### src/rtl/vend_controller.sv
// Vending selection/credit controller: price table, credit accumulation,
// vend pulse and greedy change payout over a valid/ready hopper handshake.
module vend_controller #(
    parameter int N_ITEMS   = 9,
    parameter int IDX_W     = 4,
    parameter int MONEY_W   = 10,
    parameter int MAX_MONEY = 1000
) (
    input  logic               clk,
    input  logic               rst_n,
    input  logic               price_wr,
    input  logic [IDX_W-1:0]   price_idx,
    input  logic [MONEY_W-1:0] price_data,
    input  logic               coin_valid,
    input  logic [2:0]         coin_type,
    output logic               coin_rej,
    input  logic               sel_valid,
    input  logic [IDX_W-1:0]   sel_idx,
    output logic               sel_nak,
    input  logic               cancel,
    output logic               vend_valid,
    output logic [IDX_W-1:0]   vend_idx,
    output logic               chg_valid,
    output logic [2:0]         chg_type,
    input  logic               chg_ready,
    output logic [N_ITEMS-1:0] g_led,
    output logic [N_ITEMS-1:0] r_led,
    output logic [MONEY_W-1:0] disp_cents,
    output logic               busy,
    output logic [1:0]         state_dbg
);

    typedef enum logic [1:0] {
        S_IDLE   = 2'd0,
        S_CREDIT = 2'd1,
        S_VEND   = 2'd2,
        S_CHANGE = 2'd3
    } state_t;

    localparam logic [IDX_W:0]     N_ITEMS_L = (IDX_W+1)'(N_ITEMS);
    localparam logic [MONEY_W:0]   MAX_L     = (MONEY_W+1)'(MAX_MONEY);
    localparam logic [MONEY_W-1:0] FIVE      = MONEY_W'(5);

    // Handshake: a change coin transfers on every rising clk edge where
    // chg_valid && chg_ready; chg_type holds while chg_valid && !chg_ready.

    function automatic logic [MONEY_W-1:0] coin_value(input logic [2:0] code);
        case (code)
            3'd0:    coin_value = MONEY_W'(5);
            3'd1:    coin_value = MONEY_W'(10);
            3'd2:    coin_value = MONEY_W'(25);
            3'd3:    coin_value = MONEY_W'(50);
            3'd4:    coin_value = MONEY_W'(100);
            3'd5:    coin_value = MONEY_W'(500);
            default: coin_value = '0;
        endcase
    endfunction

    state_t             state_q, state_d;
    logic [MONEY_W-1:0] credit_q, credit_d;
    logic [MONEY_W-1:0] remain_q, remain_d;
    logic [MONEY_W-1:0] disp_q, disp_d;
    logic [IDX_W-1:0]   vend_idx_q, vend_idx_d;
    logic               coin_rej_q, coin_rej_d;
    logic               sel_nak_q, sel_nak_d;
    logic [MONEY_W-1:0] price_q [N_ITEMS];

    logic               price_we;
    logic               sel_in_range;
    logic [MONEY_W-1:0] sel_price;
    logic               sel_ok;
    logic               coin_code_ok;
    logic [MONEY_W-1:0] coin_val;
    logic [MONEY_W:0]   coin_sum;
    logic [2:0]         chg_code;
    logic [MONEY_W-1:0] chg_amt;

    assign price_we = price_wr && (state_q == S_IDLE)
                   && ({1'b0, price_idx} < N_ITEMS_L)
                   && ((price_data % FIVE) == '0);

    always_ff @(posedge clk or negedge rst_n) begin
        if (!rst_n) begin
            for (int i = 0; i < N_ITEMS; i++) price_q[i] <= '0;
        end else if (price_we) begin
            price_q[price_idx] <= price_data;
        end
    end

    always_comb begin
        sel_in_range = ({1'b0, sel_idx} < N_ITEMS_L);
        sel_price    = '0;
        if (sel_in_range) sel_price = price_q[sel_idx];
        sel_ok       = sel_in_range && (sel_price != '0) && (credit_q >= sel_price);
    end

    assign coin_code_ok = (coin_type <= 3'd5);
    assign coin_val     = coin_value(coin_type);
    assign coin_sum     = {1'b0, credit_q} + {1'b0, coin_val};

    // Greedy payout; remaining is always a multiple of 5, so code 0 finishes it.
    always_comb begin
        chg_code = 3'd0;
        if (remain_q >= MONEY_W'(100))     chg_code = 3'd4;
        else if (remain_q >= MONEY_W'(25)) chg_code = 3'd2;
        else if (remain_q >= MONEY_W'(10)) chg_code = 3'd1;
        chg_amt = coin_value(chg_code);
    end

    always_comb begin
        logic coin_blocked;
        state_d      = state_q;
        credit_d     = credit_q;
        remain_d     = remain_q;
        disp_d       = disp_q;
        vend_idx_d   = vend_idx_q;
        coin_rej_d   = 1'b0;
        sel_nak_d    = 1'b0;
        coin_blocked = 1'b1;

        case (state_q)
            S_IDLE: begin
                coin_blocked = 1'b0;
                if (sel_valid) disp_d = sel_price;
            end
            S_CREDIT: begin
                if (cancel) begin
                    state_d  = S_CHANGE;
                    remain_d = credit_q;
                    credit_d = '0;
                end else if (sel_valid) begin
                    if (sel_ok) begin
                        state_d    = S_VEND;
                        credit_d   = credit_q - sel_price;
                        vend_idx_d = sel_idx;
                    end else begin
                        sel_nak_d    = 1'b1;
                        coin_blocked = 1'b0;
                    end
                end else begin
                    coin_blocked = 1'b0;
                end
            end
            S_VEND: begin
                if (credit_q != '0) begin
                    state_d  = S_CHANGE;
                    remain_d = credit_q;
                    credit_d = '0;
                end else begin
                    state_d = S_IDLE;
                end
            end
            S_CHANGE: begin
                if (chg_ready) begin
                    remain_d = remain_q - chg_amt;
                    if (remain_d == '0) state_d = S_IDLE;
                end
            end
            default: state_d = S_IDLE;
        endcase

        // Coins lose to an accepted cancel/selection and to VEND/CHANGE.
        if (coin_valid) begin
            if (!coin_blocked && coin_code_ok && (coin_sum <= MAX_L)) begin
                credit_d = coin_sum[MONEY_W-1:0];
                if (state_q == S_IDLE) state_d = S_CREDIT;
            end else begin
                coin_rej_d = 1'b1;
            end
        end

        if ((state_d == S_IDLE) && (state_q != S_IDLE)) disp_d = '0;
    end

    always_ff @(posedge clk or negedge rst_n) begin
        if (!rst_n) begin
            state_q    <= S_IDLE;
            credit_q   <= '0;
            remain_q   <= '0;
            disp_q     <= '0;
            vend_idx_q <= '0;
            coin_rej_q <= 1'b0;
            sel_nak_q  <= 1'b0;
        end else begin
            state_q    <= state_d;
            credit_q   <= credit_d;
            remain_q   <= remain_d;
            disp_q     <= disp_d;
            vend_idx_q <= vend_idx_d;
            coin_rej_q <= coin_rej_d;
            sel_nak_q  <= sel_nak_d;
        end
    end

    always_comb begin
        g_led = '0;
        r_led = '0;
        for (int i = 0; i < N_ITEMS; i++) begin
            r_led[i] = (price_q[i] == '0);
            g_led[i] = (price_q[i] != '0) && (credit_q >= price_q[i]);
        end
    end

    always_comb begin
        disp_cents = disp_q;
        case (state_q)
            S_CREDIT: disp_cents = credit_q;
            S_CHANGE: disp_cents = remain_q;
            S_VEND:   disp_cents = '0;
            default:  disp_cents = disp_q;
        endcase
    end

    assign coin_rej   = coin_rej_q;
    assign sel_nak    = sel_nak_q;
    assign vend_valid = (state_q == S_VEND);
    assign vend_idx   = vend_idx_q;
    assign chg_valid  = (state_q == S_CHANGE);
    assign chg_type   = chg_code;
    assign busy       = (state_q == S_VEND) || (state_q == S_CHANGE);
    assign state_dbg  = state_q;

endmodule

### config.mk
export PLATFORM = sky130hd
export DESIGN_NAME = vend_controller
export DESIGN_NICKNAME = d
export VERILOG_FILES = /design/src/rtl/vend_controller.sv
export SDC_FILE = /design/constraint.sdc
export NUM_CORES = 1
export LEC_CHECK = 0
export BUFFER_PORTS_ARGS = -buffer_cell sky130_fd_sc_hd__buf_2
export CAP_MARGIN = 0
export CELL_PAD_IN_SITES_DETAIL_PLACEMENT = 0
export CELL_PAD_IN_SITES_GLOBAL_PLACEMENT = 1
export CORE_MARGIN = 2
export CORE_UTILIZATION = 45
export DETAILED_ROUTE_END_ITERATION = 16
export PLACE_DENSITY = 0.76
export SYNTH_ARGS = -nofsm -noshare
export SYNTH_HDL_FRONTEND = slang
export SYNTH_SLANG_ARGS = --single-unit
### constraint.sdc
create_clock -name clk -period 6.9 [get_ports clk]
set_input_delay 1.38 -clock clk [delete_from_list [all_inputs] [get_ports clk]]
set_output_delay 1.38 -clock clk [all_outputs]
set_load 0.01 [all_outputs]
==> flow_metrics.py, run 1 <==
metrics = {
    "detailed_routing": {
        "vias": 8783,
        "viasPerCell": 5.77,
        "drtIter0Drc": 482,
        "ant_nets": 0,
        "wl_per_cell_um": 19.8,
        "drc_errors": 0,
        "drt_first_pass_iters": 5,
        "wl_mm": 30.2,
    },
    "power_and_ir_drop": {
        "p_comb_share_pct": 52.4,
        "p_clk_share_pct": 21.3,
        "p_sw_share_pct": 42.9,
        "p_leak_nw": 6.20,
        "p_int_mw": 2.35,
        "p_per_area_mw_per_mm2": 337,
        "vdd_drop_max_mv": 0.159,
        "power.switching_mw": 1.77,
        "pwr-share-seq_pct": 26.3,
    },
    "yosys": {
        "yosysMostFrequentCell": "dfrtp_1",
        "ys_top_cells_by_area": "dfrtp_1 (30%), ha_1 (15%), mux2_2 (7.1%)",
        "yosysUniqueCellTypes": 81,
        "netlist_area_mm2": 0.0108,
        "synth_top_area_share_pct": 29.8,
        "ys.flop_type": "dfrtp_1",
        "seq_area_frac_synth_pct": 29.8,
        "post_synth.cell_area_avg_um2": 9.72,
        "synth_area_leader_cell": "dfrtp_1",
        "syn-num-nets": 1264,
        "yosys-top-cells-count": "dfrtp_1 (128), ha_1 (126), inv_1 (119)",
        "syn-instance-count": 1107,
        "ys_warn_count": 0,
        "synth_edf_count": 0,
        "synth-seq-cells": 128,
        "async_flop_share_pct": 100,
    },
    "critical_path": {
        "cpPeakStageDelay_ps": 490,
        "worst-path-buf-inv": 4,
        "critPathCaptureType": "register",
        "critPathArrivalTime_ps": 6740,
        "path_max_fanout": 10,
        "cpMaxStageDelayCell": "or3b_2",
        "worstPathRequired_ps": 7220,
        "startpoint_type": "primary input",
        "cp_top_family": "compound AO/OA/AOI/OAI gates",
        "crit_type": "primary input to register",
    },
    "sta": {
        "fin_skew_ps": 11.3,
        "setup_viol": 0,
        "tightest_slew_ps": 969,
        "maxSlewViolCount": 0,
        "slew_headroom_pct": 35.4,
        "whs_ps": 508,
        "final_hold_viol_count": 0,
        "grt_setup_unrepaired": "false",
        "max_freq_mhz": 156,
        "min_period_ps": 6420,
        "fin_tns_setup_ps": 0,
        "period_share_pct": 93.0,
    },
    "hold_path": {
        "holdCritPathClass": "register to register",
    },
    "flow_run": {
        "drv_cap": 0,
    },
    "clocking": {
        "clockBufferDepth": 2,
        "clk_pin_slew_worst_paths_ps": 60,
        "numClockSinks": 128,
        "cts_hold_buf": 0,
        "htree_levels": 4,
        "clockRootBuffer": "clkbuf_16",
        "tritoncts": "built",
        "clk-insertion-delay-late_ps": 430,
        "cts_buffers": 17,
    },
    "die": {
        "start_util_pct": 45.9,
        "dieArea_mm2": 0.0252,
        "die_h_um": 159,
        "placementRows": 56,
        "ios": 70,
        "core_area_mm2": 0.0235,
        "fp.dieW_um": 159,
    },
    "final_layout": {
        "final_util_pct": 52.1,
        "stdcell_area_mm2": 0.0122,
        "drive_above_1_share_pct": 21.6,
        "nFillCells": 2154,
        "syn_to_final_growth_pct": 13.6,
        "final_nets": 1348,
        "diodes": 0,
    },
    "global_route": {
        "grt_pass1_vias": 8691,
        "grt-ovfl-total": 0,
        "grt_max_degree": 68,
        "grt_pass1_wl_mm": 48.5,
        "grt_util_all_layers_pct": 25.3,
        "antenna_found_initial": 2,
    },
    "place": {
        "place_congestion": 0.872,
        "io_buffers": 69,
        "placedInstanceArea_mm2": 0.0117,
        "hpwl_mm": 22.4,
    },
    "status": {
        "status": "finished, final reports clean",
    },
}
[layout by cell type, fill, tap and decap left out, drive strengths merged, types with 5 or more instances in the layout]
cell type,count
o21ai,43
a31oi,7
nor2b,11
a22oi,14
clkinv,5
nand2b,17
buf,110
nand3,9
nor4,23
nand4,14
xor2,10
or2,9
nor3,9
or4,12
ha,126
o21bai,5
a21o,85
nand2,56
clkinvlp,5
a21oi,42
mux4,18
dfrtp,128
nor2,57
mux2i,44
and2,8
mux2,73
a221oi,7
xnor2,15
inv,124
clkbuf,18
a211oi,12
o211ai,7
[area by class of cell]
cell class,count,area [um2],area share [%]
sequential,128,3200,26.2
clock buffer,18,429,3.51
clock inverter,14,134,1.10
timing repair buffer,110,684,5.60
inverter,121,454,3.72
multi-input combinational,813,6920,56.6
tap,319,399,3.26
[per-layer routing]
| metal | GRT usage, % | vias up | wire [um] |
|---|---|---|---|
| li1 | - | 4225 | - |
| met3 | 4.22 | 38 | 1230 |
| met5 | 0 | - | 27 |
| met4 | 6.48 | 4 | 407 |
| met1 | 34.1 | 4312 | 14100 |
| met2 | 42.3 | 204 | 14400 |
[worst paths after layout]
path | start | to | slack, ps | cells after the start
max in group asynchronous | rst_n | price_q[14] | 4640 | 2
worst min register to register | vend_idx[3] | vend_idx[3] | 510 | 1
worst max-delay path | price_data[4] | price_q[46] | 480 | 25
worst min-delay path | vend_idx[3] | vend_idx[3] | 510 | 1
min in group asynchronous | rst_n | credit_q[3] | 940 | 1
worst max register to register | remain_q[7] | disp_q[3] | 1350 | 18
[stage by stage]
stage / setup slack, ps / instances / power, mW
floorplan: 361 / 1107 / 2.60
global placement: 136 / 1491 / 3.21
detailed placement: 35.1 / 1491 / 3.25
CTS: 479 / 1523 / 4.13
global route: 37.0 / 1523 / 4.49
finish: 482 / 1523 / 4.12
[flip-flops by register name, indices dropped and copies added (netlist names)]
register and flops:
sel_nak 1, coin_rej 1, vend_idx 4, disp_q 10, price_q 90, state_dbg 2
credit_q 10, remain_q 10
[kinds of logic (layout without fill, tap and decap cells)]
family,Yosys count,in the layout,synth area share [%]
buf+inv,166,263,6.08
other cells,1,1,0.0348
simple gates,244,244,13.1
fa+ha+maj,129,129,15.2
compound gates,279,279,18.2
xor+xnor,25,25,2.03
mux,135,135,15.6
flops,128,128,29.8
[power by group through the flow]
stage,Combinational [mW],Clock (mW),Sequential [mW]
2_1_floorplan,1.57,0,1.02
3_3_place_gp,2.12,0,1.09
3_5_place_dp,2.15,0,1.10
4_1_cts,2.16,0.888,1.08
5_1_grt,2.47,0.919,1.10
6_report,2.16,0.877,1.08
[repair_timing]
item	4_1_cts	5_1_grt
gates resized for setup	0	2
setup buffers	0	0
hold endpoints to repair	0	0
setup endpoints to repair	0	48
[worst reg2reg max path: stages (launching register included)]
cell and delay, ps:
dfrtp_1 430, or3_1 430, nor3_1 220, nand2_1 100, nor2_1 150, inv_1 90, ha_1 270, nor2b_1 120
o21ai_0 100, a21boi_0 460, nor2_1 160, or4b_2 670, or4_1 530, nor4_1 500, o21ai_0 240, a221o_1 380
a211oi_1 240, buf_4 230, a211oi_1 70
Note: power is estimated with default switching activity, not from simulation.
==> run 2, diff against run 1 <==
==> constraint.sdc (replaced) <==
create_clock -name clk -period 6.9 [get_ports clk]
set_input_delay 0.69 -clock clk [delete_from_list [all_inputs] [get_ports clk]]
set_output_delay 0.69 -clock clk [all_outputs]
set_load 0.01 [all_outputs]
==> run 2 against run 1 <==
Net effect:
- wire length down 0.31%
- worst setup slack better by 150 ps
- first-iteration DRC count increased by 8.5%
- hold slack lost 270 ps
- flip-flop and latch count is the same
- final area down 1.4%
- sequential share of layout area up 0.37 points
- register-to-register slack gained 180 ps
- largest cell class unchanged
- largest power group unchanged
==> flow_metrics.py, run 2 (synthesized netlist as in run 1, its figures left out) <==
metrics = {
    "die": {
        "fp.dieW_um": 159,
        "ios": 70,
        "placementRows": 56,
        "dieArea_mm2": 0.0252,
        "die_h_um": 159,
        "core_area_mm2": 0.0235,
        "start_util_pct": 45.9,
    },
    "sta": {
        "fin_tns_setup_ps": 0,
        "setup_slack_ps": 637,
        "tightest_slew_ps": 1010,
        "maxSlewViolCount": 0,
        "max_freq_mhz": 160,
        "slew_headroom_pct": 32.6,
        "final_hold_viol_count": 0,
        "fin_skew_ps": 9.75,
        "grt_setup_unrepaired": "false",
        "setup_viol": 0,
        "min_period_ps": 6260,
        "period_share_pct": 90.8,
    },
    "critical_path": {
        "worstPathRequired_ps": 7230,
        "cpPeakStageDelay_ps": 670,
        "cp_top_family": "compound AO/OA/AOI/OAI gates",
        "critPathArrivalTime_ps": 6590,
        "r2r-start": "remain_q[7]",
        "reg2regPathDepth": 18,
        "crit_type": "primary input to register",
        "critPathCaptureType": "register",
        "r2r_slack_ps": 1530,
        "startpoint_type": "primary input",
        "path_max_fanout": 19,
        "r2r_end": "disp_q[5]",
        "worst-path-buf-inv": 4,
        "cpMaxStageDelayCell": "o41ai_1",
    },
    "clocking": {
        "cts_buffers": 17,
        "cts_resized": 0,
        "clk-insertion-delay-late_ps": 420,
        "htree_levels": 4,
        "cts_hold_buf": 0,
        "tritoncts": "built",
        "clockBufferDepth": 2,
        "clockRootBuffer": "clkbuf_16",
        "clk_pin_slew_worst_paths_ps": 60,
        "cts_post_setup_buffers_inserted": 0,
        "numClockSinks": 128,
    },
    "flow_run": {
        "drv_cap": 0,
    },
    "detailed_routing": {
        "ant_nets": 0,
        "vias": 8706,
        "drc_errors": 0,
        "drtIter0Drc": 523,
        "wl_per_cell_um": 20.0,
        "viasPerCell": 5.79,
        "wl_mm": 30.1,
        "drt_first_pass_iters": 5,
    },
    "final_layout": {
        "final_nets": 1328,
        "nFillCells": 2219,
        "largest_reg_flops": 90,
        "final_common_cell": "dfrtp_1",
        "final_cell_count_no_fill": 1503,
        "final_util_pct": 51.4,
        "multiInputGateArea_mm2": 0.00691,
        "final_cell_mix": "dfrtp_1 (128), ha_1 (126), inv_1 (119), a21o_1 (85)",
        "diodes": 0,
        "drive_above_1_share_pct": 19.8,
        "syn_to_final_growth_pct": 12.0,
        "regMostFlops": "price_q",
        "seq_area_mm2": 0.00320,
    },
    "status": {
        "status": "finished, final reports clean",
    },
    "place": {
        "dp_cells": 1471,
        "place_congestion": 0.910,
        "hpwl_mm": 22.3,
        "place_ws_ps": 261,
        "io_buffers": 69,
    },
    "power_and_ir_drop": {
        "p_per_area_mw_per_mm2": 341,
        "p_leak_nw": 6.10,
        "vdd_drop_max_mv": 0.180,
    },
    "global_route": {
        "grt_pass1_wl_mm": 48.1,
        "grt_util_all_layers_pct": 25.1,
        "antenna_found_initial": 2,
        "grt_max_degree": 68,
        "grt_pass1_vias": 8613,
        "grt-ovfl-total": 0,
    },
    "hold_path": {
        "holdCritPathClass": "primary input to asynchronous set/reset pin",
    },
}
-- run 2: cell count changes in the layout (fill, tap and decap cells not counted), moves of 2 or more --
cell,change
buf_4,-18
buf_12,-2
clkbuf_8,+2
inv_6,-5
clkbuf_1,+3
-- run 2: worst max path at each step --
stage                        from          end  slack [ps]  cells past startpoint
floorplan           price_data[4]  price_q[40]        1050                     24
global placement    price_data[4]  price_q[84]         350                     24
detailed placement  price_data[8]  price_q[33]         260                     25
CTS                 price_data[8]  price_q[33]         700                     25
global route        price_data[6]  price_q[83]         130                     25
finish              price_data[8]  price_q[33]         640                     25
-- run 2: cell type report --
| class | instances | area share [%] |
|---|---|---|
| multi-input combinational | 813 | 57.3 |
| sequential | 128 | 26.6 |
| timing repair buffer | 90 | 4.22 |
| clock buffer | 23 | 3.88 |
| inverter | 121 | 3.77 |
| tap | 319 | 3.31 |
| clock inverter | 9 | 0.903 |
-- run 2: per-layer routing --
| metal | vias to the layer above | part of all wire, % | track usage (%) |
|---|---|---|---|
| met5 | - | 0.087 | 0 |
| met4 | 4 | 1.4 | 6.09 |
| met1 | 4275 | 46 | 33.4 |
| met3 | 35 | 4.6 | 4.30 |
| li1 | 4191 | - | - |
| met2 | 201 | 48 | 42.5 |
-- run 2: report_power, final --
part | switching (mW) | leakage (nW) | total (mW) | internal (mW)
Sequential | 0.229 | 1.61 | 1.10 | 0.874
Clock | 0.344 | 0.269 | 0.894 | 0.550
Combinational | 1.15 | 4.22 | 2.11 | 0.960
-- run 2: stage by stage --
stage	hold slack (ps)	power, mW	instance area, um2
5_1_grt	285	4.46	12100
2_1_floorplan	394	2.60	10800
3_3_place_gp	486	3.20	11500
3_5_place_dp	490	3.23	11500
4_1_cts	265	4.13	12100
6_report	234	4.11	12100
